==> src/rtl/dm_cache_ctrl.sv <==
// dm_cache_ctrl: direct-mapped, write-through, no-write-allocate cache
// controller. It serves one processor request at a time. Read hits are
// answered from the local tag/data arrays. Read misses and all writes go to
// main memory over a req/ack handshake.
//
// Ports:
//   clk, reset         clock; synchronous active-high reset
//   rwToMem            processor request code (0 idle, 1 read, 2 write, 3 illegal)
//   addrToMem          processor word address
//   dataToMem          processor write data
//   dataFromMem        read data returned to the processor
//   rdEn / wtEn        one-cycle completion pulses for read / write
//   cacheErr           one-cycle pulse on an illegal request code
//   mem_req/mem_we     main-memory request and direction (held until mem_ack)
//   mem_addr/mem_wdata main-memory address and write data
//   mem_rdata/mem_ack  main-memory read data and one-cycle completion
//   hitCnt/missCnt     saturating read hit/miss counters (CACHE_STATS_EN only)
//
// Optional feature: define CACHE_STATS_EN to add the hitCnt/missCnt outputs.
module dm_cache_ctrl #(
  parameter int ADDRWIDTH    = 16,
  parameter int WORDWIDTH    = 16,
  parameter int INDEXWIDTH   = 4,
  parameter int IOSTATEWIDTH = 2
) (
  input  logic                    clk,
  input  logic                    reset,
  input  logic [IOSTATEWIDTH-1:0] rwToMem,
  input  logic [ADDRWIDTH-1:0]    addrToMem,
  input  logic [WORDWIDTH-1:0]    dataToMem,
  output logic [WORDWIDTH-1:0]    dataFromMem,
  output logic                    rdEn,
  output logic                    wtEn,
  output logic                    cacheErr,
  output logic                    mem_req,
  output logic                    mem_we,
  output logic [ADDRWIDTH-1:0]    mem_addr,
  output logic [WORDWIDTH-1:0]    mem_wdata,
  input  logic [WORDWIDTH-1:0]    mem_rdata,
  input  logic                    mem_ack
`ifdef CACHE_STATS_EN
  ,
  output logic [15:0]             hitCnt,
  output logic [15:0]             missCnt
`endif
);

  localparam int TAGWIDTH = ADDRWIDTH - INDEXWIDTH;
  localparam int LINES    = 1 << INDEXWIDTH;

  localparam logic [IOSTATEWIDTH-1:0] REQ_READ    = IOSTATEWIDTH'(1);
  localparam logic [IOSTATEWIDTH-1:0] REQ_WRITE   = IOSTATEWIDTH'(2);
  localparam logic [IOSTATEWIDTH-1:0] REQ_ILLEGAL = IOSTATEWIDTH'(3);

  typedef enum logic [1:0] {IDLE, RD_MISS, WR_MEM, RESP} state_t;

  state_t                state;
  logic [LINES-1:0]      valid;
  logic [TAGWIDTH-1:0]   tag_arr  [LINES];
  logic [WORDWIDTH-1:0]  data_arr [LINES];

  logic [INDEXWIDTH-1:0] req_index;
  logic [TAGWIDTH-1:0]   req_tag;
  logic                  req_hit;
  logic [INDEXWIDTH-1:0] fill_index;
  logic [TAGWIDTH-1:0]   fill_tag;
  logic                  turnaround;

  always_comb begin
    req_index  = addrToMem[INDEXWIDTH-1:0];
    req_tag    = addrToMem[ADDRWIDTH-1:INDEXWIDTH];
    req_hit    = valid[req_index] && (tag_arr[req_index] == req_tag);
    // The captured miss address is held in mem_addr, so the fill uses it.
    fill_index = mem_addr[INDEXWIDTH-1:0];
    fill_tag   = mem_addr[ADDRWIDTH-1:INDEXWIDTH];
    // The IDLE turnaround cycle is signalled by the pulse registers
    // themselves: while a completion pulse is high the request is not sampled.
    turnaround = rdEn | wtEn | cacheErr;
  end

  always_ff @(posedge clk) begin
    if (reset) begin
      state       <= IDLE;
      valid       <= '0;
      rdEn        <= 1'b0;
      wtEn        <= 1'b0;
      cacheErr    <= 1'b0;
      mem_req     <= 1'b0;
      mem_we      <= 1'b0;
      dataFromMem <= '0;
      mem_addr    <= '0;
      mem_wdata   <= '0;
`ifdef CACHE_STATS_EN
      hitCnt      <= '0;
      missCnt     <= '0;
`endif
    end else begin
      rdEn     <= 1'b0;
      wtEn     <= 1'b0;
      cacheErr <= 1'b0;
      case (state)
        IDLE: begin
          if (!turnaround) begin
            if (rwToMem == REQ_READ) begin
              if (req_hit) begin
                dataFromMem <= data_arr[req_index];
                rdEn        <= 1'b1;
`ifdef CACHE_STATS_EN
                if (hitCnt != '1) hitCnt <= hitCnt + 16'd1;
`endif
              end else begin
                mem_req  <= 1'b1;
                mem_we   <= 1'b0;
                mem_addr <= addrToMem;
                state    <= RD_MISS;
              end
            end else if (rwToMem == REQ_WRITE) begin
              mem_req   <= 1'b1;
              mem_we    <= 1'b1;
              mem_addr  <= addrToMem;
              mem_wdata <= dataToMem;
              if (req_hit) data_arr[req_index] <= dataToMem;
              state     <= WR_MEM;
            end else if (rwToMem == REQ_ILLEGAL) begin
              cacheErr <= 1'b1;
            end
          end
        end
        RD_MISS: begin
          if (mem_ack) begin
            data_arr[fill_index] <= mem_rdata;
            tag_arr[fill_index]  <= fill_tag;
            valid[fill_index]    <= 1'b1;
            dataFromMem          <= mem_rdata;
            mem_req              <= 1'b0;
            rdEn                 <= 1'b1;
            state                <= RESP;
`ifdef CACHE_STATS_EN
            if (missCnt != '1) missCnt <= missCnt + 16'd1;
`endif
          end
        end
        WR_MEM: begin
          if (mem_ack) begin
            mem_req <= 1'b0;
            wtEn    <= 1'b1;
            state   <= RESP;
          end
        end
        RESP:    state <= IDLE;
        default: state <= IDLE;
      endcase
    end
  end

endmodule

==> config.mk <==
export PLATFORM = sky130hd
export DESIGN_NAME = dm_cache_ctrl
export DESIGN_NICKNAME = d
export VERILOG_FILES = /design/src/rtl/dm_cache_ctrl.sv
export SDC_FILE = /design/constraint.sdc
export NUM_CORES = 1
export LEC_CHECK = 0
export CAP_MARGIN = 5
export CORE_UTILIZATION = 25
export DETAILED_ROUTE_END_ITERATION = 7
export GPL_ROUTABILITY_DRIVEN = 0
export SETUP_SLACK_MARGIN = 0.02
export SYNTH_ARGS = -nofsm -noshare
export SYNTH_HDL_FRONTEND = slang
export SYNTH_SLANG_ARGS = --single-unit
==> constraint.sdc <==
create_clock -name clk -period 13.78 [get_ports clk]
set_clock_uncertainty 0.15 [all_clocks]
set_input_delay 2.756 -clock clk [delete_from_list [all_inputs] [get_ports clk]]
set_output_delay 2.756 -clock clk [all_outputs]
set_load 0.05 [all_outputs]
## Word-level counts from Yosys, hierarchy flattened

Memory sizes are Yosys's and may differ from the RTL's.
Index checks and enable logic that the tools add are counted.

| operators by class | value |
|---|---|
| order comparisons | 3 |
| equal/unequal tests | 15 |
| muxes and demuxes | 44 |
| bitwise gates (word level) | 7 |
| reductions and logical operators | 16 |

Operator list:

| kind | count |
|---|---|
| $mux 16 | 8 |
| $pmux 16 s2 | 1 |
| $mux 1 | 24 |
| $or 16x16->16 | 1 |
| $reduce_or 16->1 | 1 |
| $eq 12x12->1 | 1 |
| $reduce_and 4->1 | 3 |
| $lt 4x5->1 const B | 2 |
| $mux 2 | 5 |
| $ne 2x2->1 const B | 5 |
| $reduce_and 5->1 | 2 |
| $eq 2x2->1 const B | 4 |
| $ne 3x3->1 const B | 2 |
| $pmux 2 s3 | 1 |
| $reduce_bool 2->1 | 3 |
| $reduce_or 5->1 | 1 |
| $bmux 1 s4 | 1 |
| $demux 1 s4 | 1 |
| $eq 2x1->1 const B | 2 |
| $ge 4x1->1 const B | 1 |
| $mux 4 | 1 |
| $not 1->1 | 4 |
| $pmux 1 s2 | 2 |
| $reduce_or 2->1 | 2 |
| other kinds (5) | 7 |

| word-level totals | value |
|---|---|
| flip-flop bits (word level) | 71 |
| RAM bits | 448 |
| memories kept | 2 |

Memory list:

| memory | words | bits a word | rd ports | clocked after memory_dff | wr ports | RTL line | source |
|---|---|---|---|---|---|---|---|
| data_arr | 16 | 16 | 1 | 0 | 1 | 60 | `logic [WORDWIDTH-1:0] data_arr [LINES];` |
| tag_arr | 16 | 12 | 1 | 0 | 1 | 59 | `logic [TAGWIDTH-1:0] tag_arr [LINES];` |

## Longest topological paths before layout

| logic depth | value |
|---|---|
| depth in word-level cells | 11 |
| gate-level depth with buffers | 14 |

## Worst setup path after synthesis

OpenSTA, ideal clock, no wires.

| path | value |
|---|---|
| path type | input to register |
| start | in addrToMem[2] |
| end | mem data_arr[8][0], enable pin |
| setup time | 0.413 ns |
| data arrival time | 6.193 ns |
| setup slack | 7.025 ns |
| stages | 11 |
| buffers on the path | 3 |
| cell sequence | buf_2 > buf_4 > buf_4 > mux4_2 > mux2i_1 > xnor2_1 > a211oi_1 > o211ai_1 > nor4_1 > a41oi_1 > nor3b_1 |

| between the ends | value |
|---|---|
| cells in the longest elaborated chain, start to end | 11 |

Ends and longest elaborated chain:

| item | RTL line | source |
|---|---|---|
| start: declaration | 29 | `input logic [ADDRWIDTH-1:0] addrToMem,` |
| $mem_v2 16x12 or $bmux 1 s4 (tied branches) | - |  |
| $eq 12x12->1 or $mux 1 (tied branches) | 72 | `req_hit = valid[req_index] && (tag_arr[req_index] == req_tag);` |
| $logic_and 1x1->1 | 72 |  |
| $mux 1 | 122 | `if (req_hit) data_arr[req_index] <= dataToMem;` |
| $mux 1 | 117 | `end else if (rwToMem == REQ_WRITE) begin` |
| $mux 1 | 104 | `if (rwToMem == REQ_READ) begin` |
| $mux 1 | 103 | `if (!turnaround) begin` |
| $mux 1 | 101 | `case (state)` |
| $mux 1 | 82 | `if (reset) begin` |
| $mux 1 (implied by the code) | 122 |  |
| $mux 1 (no source line) | - |  |
| end: declaration | 60 |  |

Parallel ways exist; a longest one is shown, timed or not. The select of a mux whose other input is x is not followed.

## Worst setup path after layout

| path | value |
|---|---|
| start | in addrToMem[2] |
| end | mem data_arr[10][0], enable pin |

The elaborated chain is that of the path after synthesis.

==> impl_metrics.json <==
{
  "status": "finished clean",
  "period_share_pct": 51.4,
  "syn_nets": 1219,
  "die_area_um2": 84000,
  "crit_buf_inv": 3,
  "cts_root_buf": "clkbuf_16",
  "drc_errors": 0,
  "final_nets": 1335,
  "slew_violations": 0,
  "rsz0062_at_grt": "false",
  "whs_path_depth": 1,
  "layout-drive-gt1-share_pct": 20.4,
  "regArea_um2": 14900,
  "ant_nets": 0,
  "rrSetupSlack_ns": 9.50,
  "cp_cell_sequence": "buf_4 -> buf_4 -> mux4_2 -> mux2i_1 -> xnor2_1 -> a211oi_1 -> o211ai_1 -> nor4_1 -> a41oi_1 -> buf_4 -> nor2_2",
  "ctsResizeCount": 0,
  "crit_type": "in2reg",
  "yosys.area_share.xor_xnor_pct": 0.381,
  "slew_headroom_pct": 14.3,
  "finalInstanceArea_um2": 24600,
  "cts-htree-levels": 2,
  "p_switching_mw": 0.884,
  "yosysTopAreaCellShare_pct": 65.0,
  "fmax_ghz": 0.141,
  "synthTopCellsByArea": "edfxtp_1 (65%), mux4_2 (13%), dfxtp_1 (6.9%), mux2i_1 (2.4%), nand2_1 (2.0%)",
  "critPathMaxStageDelay_ns": 0.78,
  "dpl.cell_count": 2296,
  "fin_setup_tns_ns": 0,
  "synth_edf_count": 448,
  "fin_util_pct": 30.1,
  "stdcell_count": 2385,
  "hold_end": "valid[4]",
  "dp_hpwl_um": 34200,
  "power_frac_clock_pct": 37.7,
  "cpLargestDelayFamily": "buffers and inverters",
  "io_pins": 106,
  "hold_class": "reg2reg",
  "synth_top_family_by_area": "multiplexers",
  "portBuffers": 105,
  "critPathRequiredTime_ns": 13.82,
  "antennaDiodeCount": 0,
  "ys_ff_latch": 519,
  "cpMostUsedCell": "buf_4",
  "cts_tree": "yes",
  "cp-start-kind": "input port",
  "rows": 105,
  "grt_max_degree": 74,
  "min_from": "valid[4]",
  "core-area_um2": 82000,
  "crit_fanout": 60,
  "wire_per_inst_um": 22.4,
  "switching_share_pct": 24.9,
  "hold_violations": 0,
  "synthArstFlopShare_pct": 0,
  "end_kind": "flop",
  "synth_flop_cell": "edfxtp_1",
  "vias_per_cell": 4.69,
  "hold_slack_ns": 0.299,
  "cts_hold_buf": 0,
  "p_seq_share_pct": 51.4,
  "post_cts_buffers": 0,
  "grt_pass1_wl_um": 78100,
  "rr_startpoint": "state[1]",
  "synth_compound_gate_area_share_pct": 3.63,
  "via_count": 11200,
  "synth_cells": 1160,
  "synth_simple_gate_area_share_pct": 5.44,
  "crit_start": "addrToMem[2]",
  "cts_buffer_depth": 3,
  "fin_ws_ns": 6.70,
  "grtUsageTotal_pct": 12.6,
  "numClockSinks": 519,
  "dr.pass1.iters": 5,
  "fillers": 8024,
  "ys_types": 54,
  "synth_largest_area_cell": "edfxtp_1",
  "cts_buffers": 48,
  "syn_area_um2": 20700,
  "synthAdderAreaFrac_pct": 0.363,
  "die_h_um": 290,
  "synthToLayoutAreaGrowth_pct": 19.0,
  "yosysSeqAreaShare_pct": 71.8,
  "preCtsSetupSlack_ns": 6.16,
  "crit_arrival_ns": 7.12,
  "power.total_mw": 3.56,
  "first_iter_violations": 1262,
  "ys_warn_count": 0,
  "ff2ff_path_depth": 8,
  "routed_wl_um": 53500,
  "p_int_mw": 2.67,
  "antenna_found_initial": 1,
  "final.min_clock_period_ns": 7.08,
  "syn_avg_cell_area_um2": 17.9,
  "p_leak_nw": 8.01,
  "cap_violations": 0,
  "rr_endpoint": "data_arr[1][0]",
  "multiInputGateArea_um2": 5580,
  "clkLatencyLatePin_ns": 0.58,
  "cellPowerDensity_nw_per_um2": 144,
  "postPlaceCellArea_um2": 23100,
  "setup_violations": 0,
  "tightest_slew_ns": 1.28,
  "clk_pin_slew_ns": 0.06,
  "ir_worst_vdd_mv": 0.0905,
  "crit_slowest_cell": "buf_4",
  "die_w_um": 290,
  "muxShareOfSynthArea_pct": 16.8,
  "grt_pass1_vias": 11100,
  "start_util_pct": 25.3,
  "p_comb_share_pct": 10.9,
  "gr-total-overflow": 0
}
==> worst max path at each step <==
stage	cells after the start	endpoint	slack (ns)
after floorplan	11	data_arr[8][0]	7.02
after global placement	11	data_arr[10][14]	6.13
after detailed placement	11	data_arr[4][0]	6.16
after CTS	11	data_arr[4][11]	6.73
after global routing	11	data_arr[1][0]	6.45
final	11	data_arr[10][0]	6.70
==> cells in the mapped netlist (14+ instances only) <==
master    instances
a21o_1           17
a21oi_1          35
buf_1            14
buf_2            17
clkbuf_1         28
dfxtp_1          71
edfxtp_1        448
mux2i_1          49
mux4_2          117
nand2_1         112
nand3_1          24
nor2_1           58
nor2b_1          24
o21ai_0          20
==> sequential cells by signal, indices dropped and copies added (netlist names) <==
signal       cells
cacheErr         1
dataFromMem     16
data_arr       256
mem_addr        16
mem_req          1
mem_wdata       16
mem_we           1
rdEn             1
state            2
tag_arr        192
valid           16
wtEn             1
==> power groups by stage <==
stage / Combinational [mW] / Sequential [mW] / Clock (mW)
final: 0.389 / 1.83 / 1.34
after detailed placement: 0.391 / 1.86 / 0
after CTS: 0.392 / 1.83 / 1.36
after global placement: 0.386 / 1.86 / 0
after floorplan: 0.191 / 1.90 / 0
after global routing: 0.417 / 1.83 / 1.42
==> kinds of logic (layout without fill, tap and decap cells) <==
kind of cell | count (synthesis) | after routing
flops | 519 | 519
simple gates | 250 | 250
mux | 188 | 188
compound gates | 113 | 113
buf+inv | 75 | 230
xor+xnor | 9 | 9
fa+ha+maj | 6 | 6
==> layout by cell type (no fill, tap or decap), drive strengths merged, types with 30 or more instances in the layout <==
cell type and instances:
edfxtp 448, mux4 121, nand2 112, clkdlybuf4s50 100
dfxtp 71, clkbuf 71, nor2 58, mux2i 49
a21oi 35, buf 30
==> layout make-up <==
cell class	instances	share of cell area [%]
Tap cell	1070	5.43
Inverter	11	0.168
Sequential cell	519	60.4
Multi-Input combinational cell	566	22.6
Clock inverter	18	0.716
Timing Repair Buffer	130	4.97
Clock buffer	71	5.72
==> metal layers <==
metal | wire length (um) | part of all wire, % | global-route usage [%] | up-vias
met5 | 13 | 0.024 | 0 | -
met4 | 881 | 1.6 | 2.57 | 2
met3 | 4830 | 9.0 | 3.38 | 59
met2 | 24000 | 45 | 18.9 | 469
met1 | 23700 | 44 | 18.1 | 5822
li1 | - | - | - | 4826
Note: power is estimated with default switching activity, not from simulation.
